==> src/rtl/axi_wr_arbiter.sv <==
// Round-robin arbiter that shares one AXI4 write master between N_REQ single-beat writers.
// Optional per-requester completion counters are enabled with `define AXI_WR_ARB_CNT_EN.
//
// state  | meaning
// S_IDLE | waiting for a request; grants the first valid index at or after r_ptr
// S_XFER | AW and W channels in flight, each dropped independently after its handshake
// S_RESP | bready high, waiting for the B response of the current owner
module axi_wr_arbiter #(
    parameter int N_REQ = 2
) (
    input  logic                 m_axi_aclk,
    input  logic                 m_axi_aresetn,
    input  logic [31:0]          base_addr_i,
    input  logic [N_REQ-1:0]     req_valid_i,
    output logic [N_REQ-1:0]     req_ready_o,
    input  logic [32*N_REQ-1:0]  req_addr_i,
    input  logic [32*N_REQ-1:0]  req_data_i,
    output logic [N_REQ-1:0]     req_done_o,
    output logic [N_REQ-1:0]     req_error_o,
    output logic [31:0]          m_axi_awaddr,
    output logic [7:0]           m_axi_awlen,
    output logic [2:0]           m_axi_awsize,
    output logic [1:0]           m_axi_awburst,
    output logic                 m_axi_awlock,
    output logic [3:0]           m_axi_awcache,
    output logic [2:0]           m_axi_awprot,
    output logic [3:0]           m_axi_awqos,
    output logic                 m_axi_awvalid,
    input  logic                 m_axi_awready,
    output logic [31:0]          m_axi_wdata,
    output logic [3:0]           m_axi_wstrb,
    output logic                 m_axi_wlast,
    output logic                 m_axi_wvalid,
    input  logic                 m_axi_wready,
    input  logic [1:0]           m_axi_bresp,
    input  logic                 m_axi_bvalid,
    output logic                 m_axi_bready
`ifdef AXI_WR_ARB_CNT_EN
    ,
    input  logic                 cnt_clr_i,
    output logic [32*N_REQ-1:0]  wr_cnt_o
`endif
);

    localparam int PTR_W = (N_REQ > 1) ? $clog2(N_REQ) : 1;

    localparam logic [1:0] S_IDLE = 2'd0;
    localparam logic [1:0] S_XFER = 2'd1;
    localparam logic [1:0] S_RESP = 2'd2;

    logic [1:0]        r_state;
    logic [PTR_W-1:0]  r_ptr;
    logic [PTR_W-1:0]  r_owner;
    logic [31:0]       r_awaddr;
    logic [31:0]       r_wdata;
    logic              r_awvalid;
    logic              r_wvalid;

    logic              w_gnt_any;
    logic [PTR_W-1:0]  w_gnt_idx;
    logic [PTR_W-1:0]  w_scan;
    logic [PTR_W-1:0]  w_ptr_nxt;
    logic [N_REQ-1:0]  w_gnt_oh;
    logic [N_REQ-1:0]  w_owner_oh;
    logic [31:0]       w_sel_addr;
    logic [31:0]       w_sel_data;
    logic              w_aw_done;
    logic              w_w_done;
    logic              w_b_hs;

    // Scan from the highest offset down so the closest valid index to r_ptr wins.
    always_comb begin
        w_gnt_any = 1'b0;
        w_gnt_idx = r_ptr;
        w_scan    = r_ptr;
        for (int i = N_REQ - 1; i >= 0; i--) begin
            w_scan = PTR_W'((int'(r_ptr) + i) % N_REQ);
            if (req_valid_i[w_scan]) begin
                w_gnt_any = 1'b1;
                w_gnt_idx = w_scan;
            end
        end
    end

    always_comb begin
        w_gnt_oh              = '0;
        w_gnt_oh[w_gnt_idx]   = 1'b1;
        w_owner_oh            = '0;
        w_owner_oh[r_owner]   = 1'b1;
    end

    assign w_ptr_nxt  = (w_gnt_idx == PTR_W'(N_REQ - 1)) ? '0 : w_gnt_idx + 1'b1;
    assign w_sel_addr = req_addr_i[int'(w_gnt_idx)*32 +: 32];
    assign w_sel_data = req_data_i[int'(w_gnt_idx)*32 +: 32];
    assign w_aw_done  = !r_awvalid || m_axi_awready;
    assign w_w_done   = !r_wvalid  || m_axi_wready;
    assign w_b_hs     = (r_state == S_RESP) && m_axi_bvalid;

    always_ff @(posedge m_axi_aclk or negedge m_axi_aresetn) begin
        if (!m_axi_aresetn) begin
            r_state   <= S_IDLE;
            r_ptr     <= '0;
            r_owner   <= '0;
            r_awaddr  <= '0;
            r_wdata   <= '0;
            r_awvalid <= 1'b0;
            r_wvalid  <= 1'b0;
        end else begin
            case (r_state)
                S_IDLE: begin
                    if (w_gnt_any) begin
                        r_owner   <= w_gnt_idx;
                        r_ptr     <= w_ptr_nxt;
                        r_awaddr  <= base_addr_i + w_sel_addr;
                        r_wdata   <= w_sel_data;
                        r_awvalid <= 1'b1;
                        r_wvalid  <= 1'b1;
                        r_state   <= S_XFER;
                    end
                end
                S_XFER: begin
                    if (r_awvalid && m_axi_awready) r_awvalid <= 1'b0;
                    if (r_wvalid && m_axi_wready)   r_wvalid  <= 1'b0;
                    if (w_aw_done && w_w_done)      r_state   <= S_RESP;
                end
                S_RESP: begin
                    if (m_axi_bvalid) r_state <= S_IDLE;
                end
                default: r_state <= S_IDLE;
            endcase
        end
    end

    assign req_ready_o   = (r_state == S_IDLE && w_gnt_any) ? w_gnt_oh : '0;
    assign req_done_o    = w_b_hs ? w_owner_oh : '0;
    assign req_error_o   = (w_b_hs && (m_axi_bresp != 2'b00)) ? w_owner_oh : '0;

    assign m_axi_awaddr  = r_awaddr;
    assign m_axi_awlen   = 8'h00;
    assign m_axi_awsize  = 3'h2;
    assign m_axi_awburst = 2'h1;
    assign m_axi_awlock  = 1'b0;
    assign m_axi_awcache = 4'h2;
    assign m_axi_awprot  = 3'h0;
    assign m_axi_awqos   = 4'h0;
    assign m_axi_awvalid = r_awvalid;
    assign m_axi_wdata   = r_wdata;
    assign m_axi_wstrb   = 4'hF;
    assign m_axi_wlast   = r_wvalid;
    assign m_axi_wvalid  = r_wvalid;
    assign m_axi_bready  = (r_state == S_RESP);

`ifdef AXI_WR_ARB_CNT_EN
    logic [31:0] r_cnt [N_REQ];

    // Clear has priority over a same-cycle completion.
    always_ff @(posedge m_axi_aclk or negedge m_axi_aresetn) begin
        if (!m_axi_aresetn) begin
            for (int k = 0; k < N_REQ; k++) r_cnt[k] <= '0;
        end else if (cnt_clr_i) begin
            for (int k = 0; k < N_REQ; k++) r_cnt[k] <= '0;
        end else begin
            for (int k = 0; k < N_REQ; k++) begin
                if (req_done_o[k]) r_cnt[k] <= r_cnt[k] + 32'd1;
            end
        end
    end

    for (genvar g = 0; g < N_REQ; g++) begin : g_cnt
        assign wr_cnt_o[g*32 +: 32] = r_cnt[g];
    end
`endif

endmodule
==> config.mk <==
export PLATFORM = sky130hd
export DESIGN_NAME = axi_wr_arbiter
export DESIGN_NICKNAME = d
export VERILOG_FILES = /design/src/rtl/axi_wr_arbiter.sv
export SDC_FILE = /design/constraint.sdc
export NUM_CORES = 1
export LEC_CHECK = 0
export BUFFER_PORTS_ARGS = -buffer_cell sky130_fd_sc_hd__buf_2
export CAP_MARGIN = 20
export CORE_MARGIN = 3
export CORE_UTILIZATION = 30
export CTS_CLUSTER_SIZE = 20
export DETAILED_ROUTE_END_ITERATION = 12
export SYNTH_ARGS = -nofsm -noshare
export SYNTH_HDL_FRONTEND = slang
export SYNTH_SLANG_ARGS = --single-unit
==> constraint.sdc <==
create_clock -name m_axi_aclk -period 7.3 [get_ports m_axi_aclk]
set_input_delay 0.365 -clock m_axi_aclk [delete_from_list [all_inputs] [get_ports m_axi_aclk]]
set_output_delay 0.365 -clock m_axi_aclk [all_outputs]
set_load 0.05 [all_outputs]
==> metrics.txt, run 1 <==
status=complete, no violations; first-pass GRT wire length=25800 um; Seq/Total Area, Yosys=32.7%; largest net degree at the start of global routing=71; Reg clk slew, reported paths=0.06 ns; Worst Path Class, Setup=flop to flop; cell type with the largest total area after synthesis=dfrtp_1; Yosys top cell area share=32.7%; Syn Area/Cell=8.79 um2; Die Area=19500 um2; Synth Cell Area=5350 um2; Remaining Overflow, GRT=0; final HPWL from detailed placement=12900 um; fmax=253 MHz; Worst EP arrival=4.14 ns; maxcap violations=0; Tcrit/Tclk final=54.2%; drt total wl=16200 um; Critical Path Source Type=flop; FFs w/ async S/R, synth=100%; root buf cell=clkbuf_16; WL/cell=15.2 um; post-placement cell area=6660 um2; antenna-violating nets left=0; drt drc=0; Final Non-Filler Cells=1065; LEAKAGE=3.64 nW; worst r2r src=r_ptr$_DFFE_PN0P_; multi-input combinational cell area=3340 um2; core area=17400 um2; Final Power=0.00302 W; vias in the first global route=4919; Ports=272; post_cts resized=0; Final #Nets=1039; Via density=4.79; origin of the worst setup path=r_ptr$_DFFE_PN0P_; synthesis warning total=0; Post-Route Skew=0.00858 ns; worst hold path type=input port to asynchronous set/reset pin; RSZ-0062 raised after global routing=false; H-tree depth=3; CTS tree=built; post-route setup TNS=0 ns; Netlist cell types=61; Post-synth EDFFs=0; clock latency on the worst-skew pair=0.33 ns; Reg2Reg Setup Slack=3.34 ns; Post-Syn Instances=609; critical path required time=7.49 ns; Iteration-0 DRC Markers=167; Port-buffer cells=242; layout cells sized above 1=36.1%; CP max FO=37; Final Max Tran Viols=0; slowest cell delay on critical path=0.56 ns; fin area=6960 um2; initial core utilization=30.8%; Chip Width=140 um; TritonCTS Sinks=70; final hold viol count=0; Area Overhead vs Synth=30.0%; ys flop type=dfrtp_1; CTS max path bufs=2; Max stage delay cell, worst path=buf_4; Finish-stage setup viols=0; crit-path cells=maj3_4 -> buf_4 -> mux2_2 -> ha_1 -> nand4_1 -> nor4_1 -> nand3_1 -> o31ai_1 -> mux2i_1 -> o311ai_0; Total GRT Usage=16.1%; # rows=48; GP Congestion=0.823; CP Capture Type=flop; Vias=5100; ant diodes=0; Final Critical Period=3.96 ns; Post-Place Cells=1049; drt pass-1 iters=4; Filler cells=1795; Least-Margin Pin Slew=0.900 ns; postcts setup bufs=0; flops & latches, synth=70; TritonCTS Buffers=9; Die H=140 um; FF/Latch Area=1750 um2; WHS=0.159 ns; top post-synthesis cells by area=dfrtp_1 33%, ha_1 7.9%, mux2_2 6.7%, nand2_1 6.7%, mux2i_1 6.4%; Max transition margin=40.0%; initial antenna violation count=0; hold_buf cts=0; power density cells=434 nW/um2; Worst IR Drop VDD=0.000300 V
-- flip-flops by register name, summed over array words and instances (netlist names) --
signal	flops
m_axi_awvalid	1
r_ptr	1
m_axi_awaddr	32
m_axi_wdata	32
r_owner	1
m_axi_wlast	1
r_state	2
-- through the flow --
stage	util, %	setup slack, ns
after floorplan	-	3.89
after global placement	38.4	3.23
after detailed placement	38.4	3.19
after CTS	40.1	3.37
after global routing	40.1	3.08
final	40.1	3.34
-- power breakdown --
group,total (W),switching [W],internal [W]
registers,0.000676,0.0000937,0.000582
clock network,0.000438,0.000166,0.000272
logic,0.00190,0.00137,0.000531
-- synth_stat cells, types with 3 or more instances --
library cell  instances
o31ai_1               7
and2_1                4
nand2b_1              4
nand2_1              95
inv_1                12
nand3_1               9
nor2b_1               5
buf_1                 7
nor2_1               30
o21ai_0              67
mux2i_1              34
nor3_1                6
ha_1                 34
buf_4                30
o21bai_1              4
a31oi_1               7
and3_1                5
o21a_1                7
o211ai_1              3
a211o_1               4
mux2_2               32
dfrtp_1              70
nand4_1              12
a21oi_1              25
a21o_1               18
clkbuf_1             18
xnor2_1              12
a221o_1               4
xor2_1                6
-- layout by cell type (no fill, tap or decap), types with 12 or more instances in the layout --
master and count:
buf_2 241, nand2_1 95, dfrtp_1 70, o21ai_0 66, mux2i_1 34, ha_1 34
mux2_2 32, nor2_1 30, conb_1 29, a21oi_1 25, a21o_1 18, inv_1 12
nand4_1 12, xnor2_1 12
-- per-layer routing --
layer | GRT usage [%] | wire [um] | vias up
met5 | 0 | 0 | -
met4 | 3.98 | 155 | 0
met3 | 3.33 | 1160 | 12
met2 | 26.2 | 7390 | 188
met1 | 22.2 | 7470 | 2313
li1 | - | - | 2587
-- worst max-delay path: cells and delay by family (launching register included) --
| kind | cells | cell delay, ns |
|---|---|---|
| AO/OA/AOI/OAI | 2 | 0.50 |
| adder cells (fa/ha/maj) | 2 | 1.00 |
| buffers and inverters | 1 | 0.56 |
| flip-flops | 1 | 0.36 |
| multiplexers | 2 | 0.65 |
| AND/OR/NAND/NOR | 3 | 0.68 |
-- cell families (layout without fill, tap and decap cells) --
group / after synthesis / in the layout / synth area share, %
AOI/OAI and AO/OA: 169 / 169 / 20.6
xor gates and xnor gates: 18 / 18 / 2.95
adders and majority gates: 36 / 36 / 8.51
buffers and inverters: 69 / 273 / 6.99
DFF: 70 / 70 / 32.7
muxes: 66 / 66 / 13.1
other: 2 / 29 / 0.140
and+or+nand+nor: 179 / 179 / 15.0
-- final cells by class --
class	instances	share of cell area, %
multi-input combinational	497	48.0
sequential	70	25.2
timing repair buffer	245	17.8
tap	225	4.05
clock buffer	10	3.43
clock inverter	6	0.881
inverter	12	0.647
-- worst paths after layout --
kind,cells past startpoint,endpoint
max,10,m_axi_awaddr[28]$_DFFE_PN0P_
min,1,m_axi_awaddr[4]$_DFFE_PN0P_
max reg2reg,10,m_axi_awaddr[28]$_DFFE_PN0P_
min reg2reg,2,m_axi_awaddr[6]$_DFFE_PN0P_
max in group asynchronous,1,m_axi_wdata[5]$_DFFE_PN0P_
min in group m_axi_aclk,2,m_axi_wlast$_DFFE_PN0P_
Power figures use the tool's default switching activity.
==> run 2, diff against run 1 <==
==> constraint.sdc (replaced) <==
create_clock -name m_axi_aclk -period 3.9 [get_ports m_axi_aclk]
set_input_delay 0.195 -clock m_axi_aclk [delete_from_list [all_inputs] [get_ports m_axi_aclk]]
set_output_delay 0.195 -clock m_axi_aclk [all_outputs]
set_load 0.05 [all_outputs]
==> metrics.txt, run 2 (synthesis results as in run 1) <==
post_cts resized=0; Filler cells=1828; maxcap violations=0; initial antenna violation count=0; Remaining Overflow, GRT=0; slowest cell delay on critical path=0.53 ns; CP max FO=25; postcts setup bufs=0; Worst Path Class, Setup=flop to flop; Chip Width=140 um; Final Max Tran Viols=0; worst r2r src=r_ptr$_DFFE_PN0P_; CTS tree=built; multi-input combinational cell area=3340 um2; Port-buffer cells=242; Max transition margin=35.2%; drt drc=0; crit-path cells=maj3_4 -> mux2_2 -> ha_1 -> a21o_1 -> a31oi_1 -> a31oi_1 -> o211ai_1 -> nand4_1 -> a211o_1 -> nand3_1; core area=17400 um2; LEAKAGE=3.66 nW; antenna-violating nets left=0; hold_buf cts=0; final HPWL from detailed placement=13100 um; largest net degree at the start of global routing=71; final hold viol count=2; Least-Margin Pin Slew=0.969 ns; Tcrit/Tclk final=89.8%; Critical Path Source Type=flop; R2R depth=10; Worst IR Drop VDD=0.000458 V; RSZ-0062 raised after global routing=false; Via density=4.86; commonest non-fill, non-tap cells in the layout=241 x buf_2, 95 x nand2_1, 70 x dfrtp_1; worst slack at placement=0.379 ns; clock latency on the worst-skew pair=0.33 ns; initial core utilization=30.8%; GP Congestion=0.875; Area Overhead vs Synth=31.0%; reg-to-reg endpoint=m_axi_awaddr[31]$_DFFE_PN0P_; first-pass GRT wire length=26400 um; TritonCTS Buffers=9; fmax=285 MHz; Most common cell on crit path=a31oi_1; Total GRT Usage=16.4%; Max stage delay cell, worst path=o211ai_1; worst hold path type=input port to asynchronous set/reset pin; Final Non-Filler Cells=1069; origin of the worst setup path=r_ptr$_DFFE_PN0P_; Reg clk slew, reported paths=0.06 ns; Vias=5194; CTS max path bufs=2; H-tree depth=3; Worst EP arrival=3.77 ns; FF/Latch Area=1750 um2; crit path capture=m_axi_awaddr[31]$_DFFE_PN0P_; Post-Route Skew=0.0124 ns; commonest non-fill, non-tap cell in the layout=buf_2; Final #Nets=1043; Iteration-0 DRC Markers=300; power density cells=814 nW/um2; drt total wl=16400 um; violated checks=hold timing; layout cells sized above 1=36.4%; # rows=48; Reg2Reg Setup Slack=0.40 ns; WHS=-0.00368 ns; Finish-stage setup viols=0; post-route setup TNS=0 ns; vias in the first global route=5124; final worst setup slack=0.397 ns; critical path required time=4.16 ns; drt pass-1 iters=5; TritonCTS Sinks=70; Post-Place Cells=1053; Die Area=19500 um2; WL/cell=15.3 um; status=finished, violations left; post-layout util=40.4%; Ports=272; Final Critical Period=3.50 ns; CP Capture Type=flop; root buf cell=clkbuf_16; ant diodes=0; Die H=140 um
-- run 2: power breakdown --
| part | total [W] | leakage [nW] | internal, W | switching [W] |
|---|---|---|---|---|
| registers | 0.00127 | 0.855 | 0.00109 | 0.000183 |
| logic | 0.00360 | 2.66 | 0.00102 | 0.00258 |
| clock network | 0.000835 | 0.144 | 0.000529 | 0.000307 |
-- run 2: how the worst min path moves through the flow --
stage                     depth (start not counted)  slack [ns]                          end     startpoint
final                                             1      -0.004  m_axi_awaddr[3]$_DFFE_PN0P_  m_axi_aresetn
after global routing                              1        0.08  m_axi_awaddr[3]$_DFFE_PN0P_  m_axi_aresetn
after CTS                                         1        0.04  m_axi_awaddr[3]$_DFFE_PN0P_  m_axi_aresetn
after detailed placement                          1        0.39  m_axi_awaddr[3]$_DFFE_PN0P_  m_axi_aresetn
after global placement                            1        0.40  m_axi_awaddr[3]$_DFFE_PN0P_  m_axi_aresetn
after floorplan                                   0       -0.10  m_axi_awaddr[0]$_DFFE_PN0P_  m_axi_aresetn
-- run 2: critical path, delay by kind of cell (launching register included) --
family | cells | cell delay, ns
flip-flops | 1 | 0.39
adder cells (fa/ha/maj) | 2 | 0.85
multiplexers | 1 | 0.34
AND/OR/NAND/NOR | 2 | 0.28
AO/OA/AOI/OAI | 5 | 1.55
-- run 2: final cells by class --
| cell class | instances | share of cell area [%] |
|---|---|---|
| Clock inverter | 5 | 0.821 |
| Inverter | 12 | 0.643 |
| Multi-Input combinational cell | 497 | 47.7 |
| Clock buffer | 11 | 3.61 |
| Tap cell | 225 | 4.02 |
| Sequential cell | 70 | 25.0 |
| Timing Repair Buffer | 249 | 18.2 |
-- run 2: stage by stage --
stage          total power, W  instance area, um2  hold slack, ns
2_1_floorplan         0.00400                5450          -0.101
3_3_place_gp          0.00489                6700           0.398
3_5_place_dp          0.00492                6700           0.389
4_1_cts               0.00578                7010          0.0414
5_1_grt               0.00613                7010          0.0825
6_report              0.00571                7010        -0.00368
-- run 2: metal layers --
| layer | wire length (um) | GRT usage (%) | up-vias | share of wire [%] |
|---|---|---|---|---|
| li1 | - | - | 2593 | - |
| met1 | 7340 | 22.1 | 2358 | 45 |
| met2 | 7570 | 27.1 | 232 | 46 |
| met3 | 1250 | 3.16 | 11 | 7.6 |
| met4 | 231 | 4.28 | 0 | 1.4 |
| met5 | 0 | 0 | - | 0 |
